`config.mk`:
```
export PLATFORM = sky130hd
export DESIGN_NAME = pipe_hazard_unit_flat
export DESIGN_NICKNAME = d
export VERILOG_FILES = /design/src/rtl/pipe_hazard_if.sv /design/src/rtl/pipe_hazard_unit.sv /design/src/flat_wrapper.sv
export SDC_FILE = /design/constraint.sdc
export NUM_CORES = 1
export LEC_CHECK = 0
export BUFFER_PORTS_ARGS = -buffer_cell sky130_fd_sc_hd__buf_2
export CORE_ASPECT_RATIO = 0.7
export CORE_UTILIZATION = 45
export CTS_CLUSTER_SIZE = 10
export DETAILED_ROUTE_END_ITERATION = 12
export HOLD_SLACK_MARGIN = 0.03
export PLACE_DENSITY = 0.71
export SLEW_MARGIN = 10
export SYNTH_ARGS = -nofsm -noshare
export SYNTH_HDL_FRONTEND = slang
export SYNTH_SLANG_ARGS = --single-unit
```
`constraint.sdc`:
```
create_clock -name clk -period 4.2 [get_ports clk]
set_input_delay 0.21 -clock clk [delete_from_list [all_inputs] [get_ports clk]]
set_output_delay 0.21 -clock clk [all_outputs]
set_load 0.05 [all_outputs]
```
`src/rtl/pipe_hazard_if.sv`:
```
// Hazard-unit bundle: ID-stage operand/control info and
// the stall, flush and bypass controls returned to the datapath.
interface pipe_hazard_if #(
  parameter int RFIDX_WIDTH = 5,
  parameter int NSTAGE      = 3,
  parameter int NRD         = 2
);
  localparam int SELW = $clog2(NSTAGE);

  logic                       id_valid;
  logic [NRD*RFIDX_WIDTH-1:0] id_rs;
  logic [NRD-1:0]             id_rs_used;
  logic [RFIDX_WIDTH-1:0]     id_rd;
  logic                       id_reg_write;
  logic                       id_is_load;
  logic                       redirect;
  logic                       mem_busy;
  logic                       stall_f;
  logic                       stall_d;
  logic                       flush_d;
  logic                       flush_e;
  logic [NRD*SELW-1:0]        fwd_sel;
  logic [15:0]                stall_cnt;
  logic [15:0]                flush_cnt;

  modport master (
    output id_valid, id_rs, id_rs_used, id_rd,
    output id_reg_write, id_is_load, redirect, mem_busy,
    input  stall_f, stall_d, flush_d, flush_e,
    input  fwd_sel, stall_cnt, flush_cnt
  );

  modport slave (
    input  id_valid, id_rs, id_rs_used, id_rd,
    input  id_reg_write, id_is_load, redirect, mem_busy,
    output stall_f, stall_d, flush_d, flush_e,
    output fwd_sel, stall_cnt, flush_cnt
  );
endinterface

```
`src/rtl/pipe_hazard_unit.sv`:
```
// Scoreboard-based hazard/forwarding controller, EX..WB tracking.
// Define HAZ_PERF_EN for saturating stall/flush event counters.
module pipe_hazard_unit #(
  parameter int RFIDX_WIDTH = 5,
  parameter int NSTAGE      = 3,
  parameter int LOAD_STAGE  = 2,
  parameter int NRD         = 2
) (
  input logic          clk,
  input logic          rst,
  pipe_hazard_if.slave bus
);
  localparam int RW   = RFIDX_WIDTH;
  localparam int SELW = $clog2(NSTAGE);

  typedef struct packed {
    logic          v;
    logic [RW-1:0] rd;
    logic          we;
    logic          ld;
  } sb_ent_t;

  sb_ent_t           r_sb [NSTAGE];
  logic [NRD*RW-1:0] r_ex_rs;
  logic [NRD-1:0]    r_ex_used;

  sb_ent_t             w_ent;
  logic                w_load_use;
  logic                w_redir;
  logic                w_busy;
  logic                w_flush_e;
  logic [NRD*SELW-1:0] w_fwd;

  assign w_busy  = bus.mem_busy;
  assign w_redir = bus.redirect & ~rst;

  always_comb begin
    w_ent    = '0;
    w_ent.v  = bus.id_valid;
    w_ent.rd = bus.id_rd;
    w_ent.we = bus.id_reg_write & bus.id_valid
             & (bus.id_rd != '0);
    w_ent.ld = bus.id_is_load & bus.id_valid;
  end

  // Only the youngest writer counts: an older load
  // hidden behind a younger ALU write never stalls.
  always_comb begin
    logic          hit;
    logic [RW-1:0] s;
    hit        = 1'b0;
    s          = '0;
    w_load_use = 1'b0;
    for (int p = 0; p < NRD; p++) begin
      s   = bus.id_rs[p*RW +: RW];
      hit = 1'b0;
      for (int j = 0; j < NSTAGE; j++) begin
        if (!hit && bus.id_rs_used[p] && s != '0
            && r_sb[j].v && r_sb[j].we
            && r_sb[j].rd == s) begin
          hit = 1'b1;
          if (r_sb[j].ld && (j + 1 < LOAD_STAGE))
            w_load_use = 1'b1;
        end
      end
    end
    w_load_use = w_load_use & bus.id_valid;
  end

  always_comb begin
    logic          hit;
    logic [RW-1:0] s;
    hit   = 1'b0;
    s     = '0;
    w_fwd = '0;
    for (int p = 0; p < NRD; p++) begin
      s   = r_ex_rs[p*RW +: RW];
      hit = 1'b0;
      for (int k = 1; k < NSTAGE; k++) begin
        if (!hit && r_ex_used[p] && s != '0
            && r_sb[k].v && r_sb[k].we
            && r_sb[k].rd == s) begin
          hit = 1'b1;
          w_fwd[p*SELW +: SELW] = SELW'(k);
        end
      end
    end
  end

  assign w_flush_e   = (w_load_use | w_redir) & ~w_busy;
  assign bus.stall_f = w_busy | (w_load_use & ~w_redir);
  assign bus.stall_d = w_busy | (w_load_use & ~w_redir);
  assign bus.flush_d = w_redir & ~w_busy;
  assign bus.flush_e = w_flush_e;
  assign bus.fwd_sel = w_fwd;

  always_ff @(posedge clk or posedge rst) begin
    if (rst) begin
      for (int i = 0; i < NSTAGE; i++)
        r_sb[i] <= '0;
      r_ex_rs   <= '0;
      r_ex_used <= '0;
    end else if (!w_busy) begin
      for (int i = NSTAGE - 1; i >= 1; i--)
        r_sb[i] <= r_sb[i-1];
      if (w_flush_e) begin
        r_sb[0]   <= '0;
        r_ex_rs   <= '0;
        r_ex_used <= '0;
      end else begin
        r_sb[0]   <= w_ent;
        r_ex_rs   <= bus.id_rs;
        r_ex_used <= bus.id_rs_used;
      end
    end
  end

`ifdef HAZ_PERF_EN
  logic [15:0] r_stall_cnt;
  logic [15:0] r_flush_cnt;

  always_ff @(posedge clk or posedge rst) begin
    if (rst) begin
      r_stall_cnt <= '0;
      r_flush_cnt <= '0;
    end else if (!w_busy) begin
      if (w_load_use && !w_redir && r_stall_cnt != 16'hFFFF)
        r_stall_cnt <= r_stall_cnt + 16'd1;
      if (w_redir && r_flush_cnt != 16'hFFFF)
        r_flush_cnt <= r_flush_cnt + 16'd1;
    end
  end

  assign bus.stall_cnt = r_stall_cnt;
  assign bus.flush_cnt = r_flush_cnt;
`else
  assign bus.stall_cnt = '0;
  assign bus.flush_cnt = '0;
`endif

endmodule

```
`src/flat_wrapper.sv`:
```
// flat-port wrapper written by rule: the top's interface ports become plain ports
module pipe_hazard_unit_flat 
#(
  parameter int RFIDX_WIDTH = 5,
  parameter int NSTAGE      = 3,
  parameter int LOAD_STAGE  = 2,
  parameter int NRD         = 2
)
  (clk, rst, bus_id_valid, bus_id_rs, bus_id_rs_used, bus_id_rd, bus_id_reg_write, bus_id_is_load, bus_redirect, bus_mem_busy, bus_stall_f, bus_stall_d, bus_flush_d, bus_flush_e, bus_fwd_sel, bus_stall_cnt, bus_flush_cnt);
  pipe_hazard_if #(.RFIDX_WIDTH(RFIDX_WIDTH), .NSTAGE(NSTAGE), .NRD(NRD)) bus_i ();
  input logic clk;
  input logic rst;
  input wire logic [$bits(bus_i.id_valid)-1:0] bus_id_valid;
  input wire logic [$bits(bus_i.id_rs)-1:0] bus_id_rs;
  input wire logic [$bits(bus_i.id_rs_used)-1:0] bus_id_rs_used;
  input wire logic [$bits(bus_i.id_rd)-1:0] bus_id_rd;
  input wire logic [$bits(bus_i.id_reg_write)-1:0] bus_id_reg_write;
  input wire logic [$bits(bus_i.id_is_load)-1:0] bus_id_is_load;
  input wire logic [$bits(bus_i.redirect)-1:0] bus_redirect;
  input wire logic [$bits(bus_i.mem_busy)-1:0] bus_mem_busy;
  output wire logic [$bits(bus_i.stall_f)-1:0] bus_stall_f;
  output wire logic [$bits(bus_i.stall_d)-1:0] bus_stall_d;
  output wire logic [$bits(bus_i.flush_d)-1:0] bus_flush_d;
  output wire logic [$bits(bus_i.flush_e)-1:0] bus_flush_e;
  output wire logic [$bits(bus_i.fwd_sel)-1:0] bus_fwd_sel;
  output wire logic [$bits(bus_i.stall_cnt)-1:0] bus_stall_cnt;
  output wire logic [$bits(bus_i.flush_cnt)-1:0] bus_flush_cnt;
  assign bus_i.id_valid = bus_id_valid;
  assign bus_i.id_rs = bus_id_rs;
  assign bus_i.id_rs_used = bus_id_rs_used;
  assign bus_i.id_rd = bus_id_rd;
  assign bus_i.id_reg_write = bus_id_reg_write;
  assign bus_i.id_is_load = bus_id_is_load;
  assign bus_i.redirect = bus_redirect;
  assign bus_i.mem_busy = bus_mem_busy;
  assign bus_stall_f = bus_i.stall_f;
  assign bus_stall_d = bus_i.stall_d;
  assign bus_flush_d = bus_i.flush_d;
  assign bus_flush_e = bus_i.flush_e;
  assign bus_fwd_sel = bus_i.fwd_sel;
  assign bus_stall_cnt = bus_i.stall_cnt;
  assign bus_flush_cnt = bus_i.flush_cnt;
  pipe_hazard_unit #(.RFIDX_WIDTH(RFIDX_WIDTH), .NSTAGE(NSTAGE), .LOAD_STAGE(LOAD_STAGE), .NRD(NRD)) u_core (.clk(clk), .rst(rst), .bus(bus_i));
endmodule
```
==> reports/results.ini, run 1 <==
[worst_hold_path]
hold_class=in2async

[clock_network]
postCtsHoldBufs=0
clock_latency_ns=0.29
clock_path_buffers=2
cts_setup_buffers=0
clock-sinks=34
cts.repair.resized=0
htree_levels=2
clk_pin_slew_worst_paths_ns=0.07
clockRootBuffer=clkbuf_8
cts_tree=done
cts_buffers=5

[setup_path]
worstSetupEndpointType=output pin
critPathKind=reg2out
cpPeakStageDelay_ns=0.46
crit_slowest_cell=dfrtp_1
path_cells=xnor2_1, nand4_1, a2111oi_4, a21oi_1, o21bai_1, buf_2
critPathLaunchType=flop
path_buf_inv=1
crit_arrival_ns=2.21
required_ns=3.99
cp_top_family=compound AO/OA/AOI/OAI gates
worstPathMaxFanout=5

[global_routing]
grt_pass1_vias=1233
grt_pass1_wl_mm=6.56
antenna_found_initial=0
grt_usage_pct=19.2
grt_overflow=0
grt_start_max_net_pins=40

[timing]
finalHoldViolations=0
fmax_ghz=0.413
tightest_slew_ns=0.744
slew_violations=0
fin_worst_skew_ns=0.00354
period_needed_ns=2.42
fin_ws_ns=1.78
relSlewSlack_pct=50.2
whs_ns=0.0422
rsz0062_at_grt=no
post-route-period-util_pct=57.6
tns_ns=0
setup_viol=0

[routing]
avgViaCountPerCell=5.22
drc=0
first_iter_violations=85
drt-pass1-iter-count=4
postRouteAntennaNets=0
via_count=1372
routedWlPerCell_um=15.1
wirelength_mm=3.98

[floorplan]
ios=64
rows=19
core_um2=4070
fp.dieArea_um2=4680
die_x_um=81.3
die_y_um=57.5
start_util_pct=48.8

[placement]
gp_congestion=0.839
postPlaceCellArea_um2=2050
io_buffers=31
post-dp-hpwl_mm=2.95
placement.setup.worst_slack_ns=2.10

[power]
powerDensity_nw_per_um2=425
p_leak_nw=1.03
peakVddDrop_mv=0.204

[cells_and_area]
fin_area_um2=2160
final_nets=234
drive_gt1_share_pct=26.1
antenna_cells=0
final_cell_mix=dfrtp_1 (34), conb_1 (32), buf_2 (31), a22o_1 (19), xnor2_1 (16)
mostFrequentLayoutCell=dfrtp_1
synthToLayoutAreaGrowth_pct=9.08

[outcome]
outcome=completed

[yosys]
synth_edf_count=0
syn_area_per_cell_um2=11.1
syn_inst=178
synth_largest_area_cell=dfrtp_1
synth_seq_area_share_pct=42.9
ys_types=27
synth_area_leaders=dfrtp_1 (43%), buf_4 (12%), a22o_1 (8.4%)
synth_top_flop_cell=dfrtp_1
syn_area_um2=1980
yosys_warnings=0
synth-seq-cells=34
async_flop_share_pct=100
synth_top_area_share_pct=42.9

[run]
drv_cap=0

-- sequential cells by signal, summed over array words and instances (netlist names) --
| signal | flops |
|---|---|
| u_core.r_ex_rs | 10 |
| u_core.r_sb | 22 |
| u_core.r_ex_used | 2 |
-- synthesized netlist by cell type, types with 2 or more instances --
cell type,n
a21oi_1,3
a22o_1,19
buf_4,33
clkbuf_1,4
dfrtp_1,34
inv_1,4
mux2_2,13
nand2_1,3
nand4_1,6
nor2_1,3
nor3_1,3
nor4_1,6
o21ai_0,5
o21bai_1,2
or4_1,2
xnor2_1,16
xor2_1,12
-- worst register-to-register path: cells and delay by family (launching register included) --
kind / cells / cell delay [ns]
AND/OR/NAND/NOR: 2 / 0.47
flip-flops: 1 / 0.45
AO/OA/AOI/OAI: 3 / 0.94
-- through the flow --
| step | cells | utilization [%] | power [W] |
|---|---|---|---|
| 2_1_floorplan | 209 | - | 0.000603 |
| 6_report | 263 | 53.2 | 0.000919 |
| 5_1_grt | 263 | 53.2 | 0.000967 |
| 3_5_place_dp | 255 | 50.5 | 0.000625 |
| 4_1_cts | 263 | 53.2 | 0.000928 |
| 3_3_place_gp | 255 | 50.5 | 0.000624 |
-- kinds of logic (layout without fill, tap and decap cells) --
group / after synthesis / in the layout / synth area share, %
mux: 13 / 13 / 7.38
buf+inv: 42 / 44 / 14.6
compound gates: 32 / 32 / 14.1
simple gates: 28 / 28 / 8.52
other cells: 1 / 32 / 0.189
flops: 34 / 34 / 42.9
xor+xnor: 28 / 28 / 12.4
-- final cells by class --
| type | instances | area (µm²) |
|---|---|---|
| Inverter | 4 | 15.0 |
| Multi-Input combinational cell | 133 | 960 |
| Timing Repair Buffer | 32 | 163 |
| Sequential cell | 34 | 851 |
| Tap cell | 52 | 65.1 |
| Clock inverter | 2 | 37.5 |
| Fill cell | 381 | 1900 |
| Clock buffer | 6 | 72.6 |
-- report_power, final --
| group | total (W) | switching [W] | internal, W |
|---|---|---|---|
| Sequential | 0.000414 | 0.0000494 | 0.000365 |
| Combinational | 0.000207 | 0.000130 | 0.0000773 |
| Clock | 0.000298 | 0.000121 | 0.000177 |
| Total | 0.000919 | 0.000300 | 0.000619 |
-- routing by layer --
| metal | vias to the layer above | wire length [µm] | global-route usage [%] | part of all wire [%] |
|---|---|---|---|---|
| met1 | 666 | 2090 | 31.7 | 52 |
| met5 | - | 0 | 0 | 0 |
| met2 | 61 | 1580 | 23.2 | 40 |
| met4 | 0 | 29 | 6.89 | 0.73 |
| li1 | 642 | - | - | - |
| met3 | 3 | 285 | 4.80 | 7.2 |
-- worst paths after layout --
| kind | startpoint | end | slack [ns] | cells past startpoint |
|---|---|---|---|---|
| setup / recovery | u_core.r_sb[21] | bus_stall_d | 1.78 | 6 |
| hold / removal | rst | u_core.r_sb[22] | 0.04 | 3 |
| setup reg to reg | u_core.r_sb[18] | u_core.r_sb[19] | 2.27 | 5 |
| hold reg to reg | u_core.r_sb[16] | u_core.r_sb[16] | 0.52 | 1 |
| max in group asynchronous | rst | u_core.r_sb[19] | 3.84 | 3 |
| min in group clk | bus_id_rd[3] | u_core.r_sb[21] | 0.15 | 2 |
Note: power is estimated with default switching activity, not from simulation.
==> run 2, diff against run 1 <==
--- a/config.mk
+++ b/config.mk
@@ -11,7 +11,7 @@
 export CTS_CLUSTER_SIZE = 10
 export DETAILED_ROUTE_END_ITERATION = 12
 export HOLD_SLACK_MARGIN = 0.03
-export PLACE_DENSITY = 0.71
+export PLACE_DENSITY = 0.74
 export SLEW_MARGIN = 10
 export SYNTH_ARGS = -nofsm -noshare
 export SYNTH_HDL_FRONTEND = slang
==> constraint.sdc (replaced) <==
create_clock -name clk -period 2 [get_ports clk]
set_input_delay 0.1 -clock clk [delete_from_list [all_inputs] [get_ports clk]]
set_output_delay 0.1 -clock clk [all_outputs]
set_load 0.05 [all_outputs]
==> run 2 against run 1 <==
  * The run now ends with setup timing left
  * Flip-flop and latch count unchanged
  * Highest routed layer unchanged
  * Clock skew up 0.0025 ns
  * Global-route usage up 0.84 points
  * Via count grew 7.4%
==> reports/results.ini, run 2 (synthesis gave the netlist of run 1 again) <==
[global_routing]
grt_start_max_net_pins=39  ; was 40
grt_usage_pct=20.1  ; was 19.2%
grt_overflow=0  ; unchanged
grt_pass1_vias=1318  ; was 1233
grt_pass1_wl_mm=6.82  ; was 6.56 mm
antenna_found_initial=0  ; unchanged

[cells_and_area]
fillers=338  ; was 381
final_nets=259  ; was 234
fin_area_um2=2520  ; was 2160 µm²
layoutNonFillerInstCount=288  ; was 263
antenna_cells=0  ; unchanged
largest_reg_flops=22  ; unchanged
mostFrequentLayoutCell=conb_1  ; was dfrtp_1
drive_gt1_share_pct=41.9  ; was 26.1%
synthToLayoutAreaGrowth_pct=26.9  ; was 9.08%
regArea_um2=856  ; was 851 µm²
final_cell_mix=conb_1 (32), dfrtp_1 (30), buf_4 (26), buf_2 (25), a22o_1 (19)  ; was dfrtp_1 (34), conb_1 (32), buf_2 (31), a22o_1 (19), xnor2_1 (16)
regMostFlops=u_core.r_sb  ; unchanged
multi_input_area_um2=1100  ; was 960 µm²
largestRegisters=u_core.r_sb (22), u_core.r_ex_rs (10), u_core.r_ex_used (2)  ; unchanged

[placement]
post-dp-hpwl_mm=3.14  ; was 2.95 mm
placedCellCount=264  ; was 255
postPlaceCellArea_um2=2170  ; was 2050 µm²
io_buffers=31  ; unchanged
gp_congestion=0.800  ; was 0.839

[floorplan]
die_x_um=81.3  ; unchanged
start_util_pct=48.8  ; unchanged
die_y_um=57.5  ; unchanged
fp.dieArea_um2=4680  ; unchanged
core_um2=4070  ; unchanged
rows=19  ; unchanged
ios=64  ; unchanged

[setup_path]
worstPathMaxFanout=4  ; was 5
required_ns=1.90  ; was 3.99 ns
cpPeakStageDelay_ns=0.45  ; was 0.46 ns
path_cells=xnor2_1, nand4_1, a2111oi_4, a21oi_4, a21oi_2, buf_6  ; was xnor2_1, nand4_1, a2111oi_4, a21oi_1, o21bai_1, buf_2
crit_arrival_ns=1.93  ; was 2.21 ns
critPathKind=reg2out  ; unchanged
cp_top_family=compound AO/OA/AOI/OAI gates  ; unchanged
crit_slowest_cell=dfrtp_2  ; was dfrtp_1
critPathLaunchType=flop  ; unchanged
path_buf_inv=1  ; unchanged
worstSetupEndpointType=output pin  ; unchanged

[timing]
finalHoldViolations=0  ; unchanged
slew_violations=0  ; unchanged
fin_worst_skew_ns=0.00607  ; was 0.00354 ns
fin_ws_ns=-0.0341  ; was 1.78 ns
fmax_ghz=0.492
tns_ns=-0.0902  ; was 0 ns
post-route-period-util_pct=102
period_needed_ns=2.03
setup_viol=3  ; was 0
rsz0062_at_grt=yes  ; was no

[clock_network]
cts_buffers=5  ; unchanged
htree_levels=2  ; unchanged
cts_tree=done  ; unchanged
clock_latency_ns=0.29  ; about the same
clk_pin_slew_worst_paths_ns=0.07  ; about the same
clockRootBuffer=clkbuf_8  ; unchanged
clock_path_buffers=2  ; unchanged
clock-sinks=34  ; unchanged

[run]
drv_cap=0  ; unchanged

[routing]
via_count=1474  ; was 1372
postRouteAntennaNets=0  ; unchanged
drt-pass1-iter-count=4  ; unchanged
first_iter_violations=55  ; was 85
avgViaCountPerCell=5.12  ; was 5.22
routedWlPerCell_um=15.4  ; was 15.1 µm
wirelength_mm=4.43  ; was 3.98 mm
drc=0  ; unchanged

[outcome]
violations=setup timing
outcome=finished, violations left  ; was completed

[power]
powerDensity_nw_per_um2=772  ; was 425 nW/µm²
power_w=0.00194  ; was 0.000919 W
peakVddDrop_mv=0.453  ; was 0.204 mV
p_leak_nw=1.19  ; was 1.03 nW

[worst_hold_path]
hold_class=in2reg  ; was in2async

==> run 2: routing by layer <==
metal / part of all wire (%) / GRT usage (%) / vias to the layer above / routed length (µm)
li1: - / - / 684 / -
met3: 5.5 / 5.44 / 5 / 244
met1: 48 / 31.3 / 731 / 2120
met4: 1.2 / 7.14 / 0 / 54
met2: 45 / 26.0 / 54 / 2010
met5: 0 / 0 / - / 0
==> run 2: layout make-up <==
| class | count | area share [%] |
|---|---|---|
| clock buffers | 7 | 3.43 |
| clock inverters | 1 | 0.199 |
| inverters | 4 | 0.596 |
| multi-input cells | 133 | 43.8 |
| flip-flops and latches | 34 | 34.0 |
| well taps | 52 | 2.58 |
| repair buffers | 57 | 15.4 |
==> run 2: report_power, final <==
| part | internal (W) | switching (W) |
|---|---|---|
| clock | 0.000278 | 0.000248 |
| sequential | 0.000768 | 0.000100 |
| combinational | 0.000227 | 0.000322 |
==> run 2: stage by stage <==
step | hold slack [ns] | setup WS [ns] | util [%]
2_1_floorplan | 0.228 | -0.154 | -
3_3_place_gp | 0.253 | 0.0574 | 53.4
3_5_place_dp | 0.263 | 0.0213 | 53.4
4_1_cts | 0.0351 | -0.0368 | 58.7
5_1_grt | 0.0371 | -0.123 | 61.9
6_report | 0.0406 | -0.0341 | 61.9
==> run 2: path summary, 6_finish.rpt <==
| check | from | endpoint | slack (ns) | depth (start not counted) |
|---|---|---|---|---|
| min reg2reg | u_core.r_sb[16] | u_core.r_sb[16] | 0.52 | 1 |
| min | bus_id_rd[2] | u_core.r_sb[20] | 0.04 | 2 |
| max | u_core.r_sb[20] | bus_flush_e | -0.03 | 6 |
| max in group asynchronous | rst | u_core.r_ex_rs[7] | 1.18 | 4 |
| min in group asynchronous | rst | u_core.r_sb[23] | 0.48 | 4 |
| max reg2reg | u_core.r_sb[20] | u_core.r_sb[16] | 0.02 | 8 |
==> run 2: timing repair <==
action,CTS,global route
endpoints found under the hold margin,34,0
buffers inserted,7,8
gates resized for setup,18,14
setup endpoints to repair,6,23
hold buffers,1,0
pin swaps,5,11
==> run 2: worst register-to-register path, delay by kind of cell (launching register included) <==
family / cells / cell delay, ns
AOI/OAI and AO/OA: 3 / 0.70
xor gates and xnor gates: 1 / 0.15
buffers and inverters: 3 / 0.39
DFF: 1 / 0.45
and+or+nand+nor: 1 / 0.18
==> run 3, diff against run 2 <==
--- a/config.mk
+++ b/config.mk
@@ -5,13 +5,14 @@
 export SDC_FILE = /design/constraint.sdc
 export NUM_CORES = 1
 export LEC_CHECK = 0
+export ABC_AREA = 1
 export BUFFER_PORTS_ARGS = -buffer_cell sky130_fd_sc_hd__buf_2
 export CORE_ASPECT_RATIO = 0.7
-export CORE_UTILIZATION = 45
+export CORE_UTILIZATION = 25
 export CTS_CLUSTER_SIZE = 10
 export DETAILED_ROUTE_END_ITERATION = 12
 export HOLD_SLACK_MARGIN = 0.03
-export PLACE_DENSITY = 0.74
+export PLACE_DENSITY = 0.45
 export SLEW_MARGIN = 10
 export SYNTH_ARGS = -nofsm -noshare
 export SYNTH_HDL_FRONTEND = slang
==> run 3 against run 2 <==
  * The run now ends clean
  * Utilization fell by 32 points
  * Sequential share of layout area down 0.86 points
  * Non-clock buffer count down 23
  * Wire length is 23% higher
  * Synthesized cell count is 69% higher
  * Worst hold slack improved by 0.045 ns
  * Critical path depth is 2 higher
  * Total power grew 14%
  * Flip-flop and latch count did not move
  * Largest power group is now clock
==> reports/results.ini, run 3 <==
[outcome]
outcome=completed  ; was finished, violations left

[placement]
io_buffers=31  ; unchanged
gp_congestion=0.816  ; was 0.800
post-dp-hpwl_mm=4.09  ; was 3.14 mm

[timing]
finalHoldViolations=0  ; unchanged
period_needed_ns=1.79  ; was 2.03 ns
slew_violations=0  ; unchanged
rsz0062_at_grt=no  ; was yes
fmax_ghz=0.560  ; was 0.492 GHz
whs_ns=0.0852  ; was 0.0406 ns
setup_viol=0  ; was 3
post-route-period-util_pct=89.3  ; was 102%
fin_worst_skew_ns=0.00479  ; was 0.00607 ns

[yosys]
syn_inst=300  ; was 178
yosys_warnings=0  ; unchanged
ys_types=25  ; was 27
synth_top_area_share_pct=38.7  ; was 42.9%
syn_area_per_cell_um2=7.33  ; was 11.1 µm²
synth_top_flop_cell=dfrtp_1  ; unchanged
synth_edf_count=0  ; unchanged
syn_area_um2=2200  ; was 1980 µm²
synth_seq_area_share_pct=38.7  ; was 42.9%
synth-seq-cells=34  ; unchanged
async_flop_share_pct=100  ; unchanged
synth_largest_area_cell=dfrtp_1  ; unchanged
synth_area_leaders=dfrtp_1 (39%), nand2_1 (17%), buf_4 (11%)  ; was dfrtp_1 (43%), buf_4 (12%), a22o_1 (8.4%)
synthTopCellsByCount=nand2_1 (98), dfrtp_1 (34), buf_4 (33)  ; was dfrtp_1 (34), buf_4 (33), a22o_1 (19)
synth.most_common_cell=nand2_1  ; was dfrtp_1

[clock_network]
clock_latency_ns=0.28  ; was 0.29 ns
cts_tree=done  ; unchanged
htree_levels=2  ; unchanged
clock-sinks=34  ; unchanged
clockRootBuffer=clkbuf_16  ; was clkbuf_8
cts_buffers=5  ; unchanged
cts_setup_buffers=0  ; was 7
clk_pin_slew_worst_paths_ns=0.06  ; was 0.07 ns
clock_path_buffers=2  ; unchanged

[routing]
drt-pass1-iter-count=4  ; unchanged
avgViaCountPerCell=4.03  ; was 5.12
postRouteAntennaNets=0  ; unchanged
routedWlPerCell_um=12.1  ; was 15.4 µm
via_count=1822  ; was 1474
drc=0  ; unchanged
first_iter_violations=87  ; was 55
wirelength_mm=5.47  ; was 4.43 mm

[setup_path]
worstPathMaxFanout=6  ; was 4
required_ns=1.90  ; about the same
crit_arrival_ns=1.69  ; was 1.93 ns
crit_slowest_cell=dfrtp_1  ; was dfrtp_2
cpPeakStageDelay_ns=0.46  ; was 0.45 ns
path_cells=a21oi_1, nand2_1, nor2_1, nand3_1, nand2_2, nand2_4, a21oi_4, buf_4  ; was xnor2_1, nand4_1, a2111oi_4, a21oi_4, a21oi_2, buf_6
critPathKind=reg2out  ; unchanged
critPathLaunchType=flop  ; unchanged
path_buf_inv=1  ; unchanged
worstSetupEndpointType=output pin  ; unchanged
cp_top_family=flip-flops  ; was compound AO/OA/AOI/OAI gates

[cells_and_area]
largestRegisters=u_core.r_sb (22), u_core.r_ex_rs (10), u_core.r_ex_used (2)  ; unchanged
drive_gt1_share_pct=19.3  ; was 41.9%
largest_reg_flops=22  ; unchanged
fillers=966  ; was 338
mostFrequentLayoutCell=nand2_1  ; was conb_1
final_util_pct=30.3  ; was 61.9%
regMostFlops=u_core.r_sb  ; unchanged
regArea_um2=851  ; was 856 µm²
antenna_cells=0  ; unchanged
multi_input_area_um2=1090  ; was 1100 µm²
final_cell_mix=nand2_1 (98), dfrtp_1 (34), conb_1 (32), buf_2 (28), inv_1 (26)  ; was conb_1 (32), dfrtp_1 (30), buf_4 (26), buf_2 (25), a22o_1 (19)
synthToLayoutAreaGrowth_pct=16.7  ; was 26.9%
final_nets=355  ; was 259

[global_routing]
grt_overflow=0  ; unchanged
antenna_found_initial=0  ; unchanged
grt_start_max_net_pins=43  ; was 39
grt_usage_pct=13.0  ; was 20.1%
grt_pass1_wl_mm=9.14  ; was 6.82 mm
grt_pass1_vias=1694  ; was 1318

[floorplan]
ios=64  ; unchanged
die_x_um=114  ; was 81.3 µm
fp.dieArea_um2=9180  ; was 4680 µm²
core_um2=8480  ; was 4070 µm²
die_y_um=80.5  ; was 57.5 µm
rows=28  ; was 19
start_util_pct=25.9  ; was 48.8%

[power]
p_leak_nw=1.32  ; was 1.19 nW
power_w=0.00221  ; was 0.00194 W
peakVddDrop_mv=0.284  ; was 0.453 mV
powerDensity_nw_per_um2=862  ; was 772 nW/µm²

[run]
drv_cap=0  ; unchanged

[worst_hold_path]
hold_class=in2reg  ; unchanged

[run 3: changes by cell type after synthesis, sizes merged, moves of 6 or more]
| cell | delta |
|---|---|
| xor2 | -7 |
| nand3 | +7 |
| mux2 | -13 |
| inv | +26 |
| a21oi | +6 |
| xnor2 | -10 |
| nor2 | +13 |
| nand2 | +99 |
| a22o | -19 |
| o21ai | +28 |
[run 3: kinds of logic (layout without fill, tap and decap cells)]
group / after synthesis / after routing / share of synthesized area (%)
compound gates: 47 / 47 / 13.0
xor+xnor: 11 / 11 / 4.38
buf+inv: 71 / 72 / 18.1
flops: 34 / 34 / 38.7
other cells: 1 / 32 / 0.170
simple gates: 136 / 136 / 25.7
[run 3: stage by stage]
stage	setup WS [ns]	setup TNS [ns]	std cells	cell area [µm²]
after floorplan	-0.212	-0.212	331	2340
after global placement	0.434	0	443	2380
after detailed placement	0.421	0	443	2380
after CTS	0.113	0	452	2560
after global routing	0.00111	0	452	2570
final	0.214	0	452	2570
[run 3: worst min-delay path: stages]
cell,delay (ns)
buf_2,0.10
nand2_1,0.07
o21ai_2,0.06
[run 3: final timing paths]
kind	slack (ns)	cells past startpoint	start	to
hold / removal	0.09	3	bus_id_rd[4]	u_core.r_sb[22]
setup / recovery	0.21	8	u_core.r_sb[19]	bus_stall_f
hold reg to reg	0.48	2	u_core.r_sb[5]	u_core.r_sb[5]
max in group asynchronous	1.15	4	rst	u_core.r_ex_rs[1]
min in group asynchronous	0.51	4	rst	u_core.r_sb[22]
setup reg to reg	0.50	8	u_core.r_sb[19]	u_core.r_sb[19]
[run 3: report_power, final]
| part | total, W | switching [W] | internal, W | leakage, nW |
|---|---|---|---|---|
| clock network | 0.000904 | 0.000317 | 0.000588 | 0.0760 |
| registers | 0.000842 | 0.0000837 | 0.000758 | 0.434 |
| logic | 0.000466 | 0.000335 | 0.000131 | 0.805 |
| total | 0.00221 | 0.000735 | 0.00148 | 1.32 |
[run 3: final cells by class]
class / count / share of cell area, %
clock inverter: 3 / 1.75
timing repair buffer: 34 / 7.31
sequential: 34 / 33.1
inverter: 30 / 4.53
multi-input combinational: 226 / 42.5
clock buffer: 5 / 4.87
tap: 120 / 5.85
[run 3: per-layer routing]
metal	up-vias	part of all wire (%)	track usage, %
met3	2	3.8	2.72
li1	943	-	-
met1	831	56	20.1
met5	-	0	0
met2	46	40	18.5
met4	0	0.24	1.95
[run 3: what timing repair did]
| item | CTS | global route |
|---|---|---|
| endpoints found under the hold margin | 34 | 0 |
| hold buffers | 1 | 0 |
| setup endpoints to repair | 0 | 3 |
| gates resized for setup | 0 | 7 |
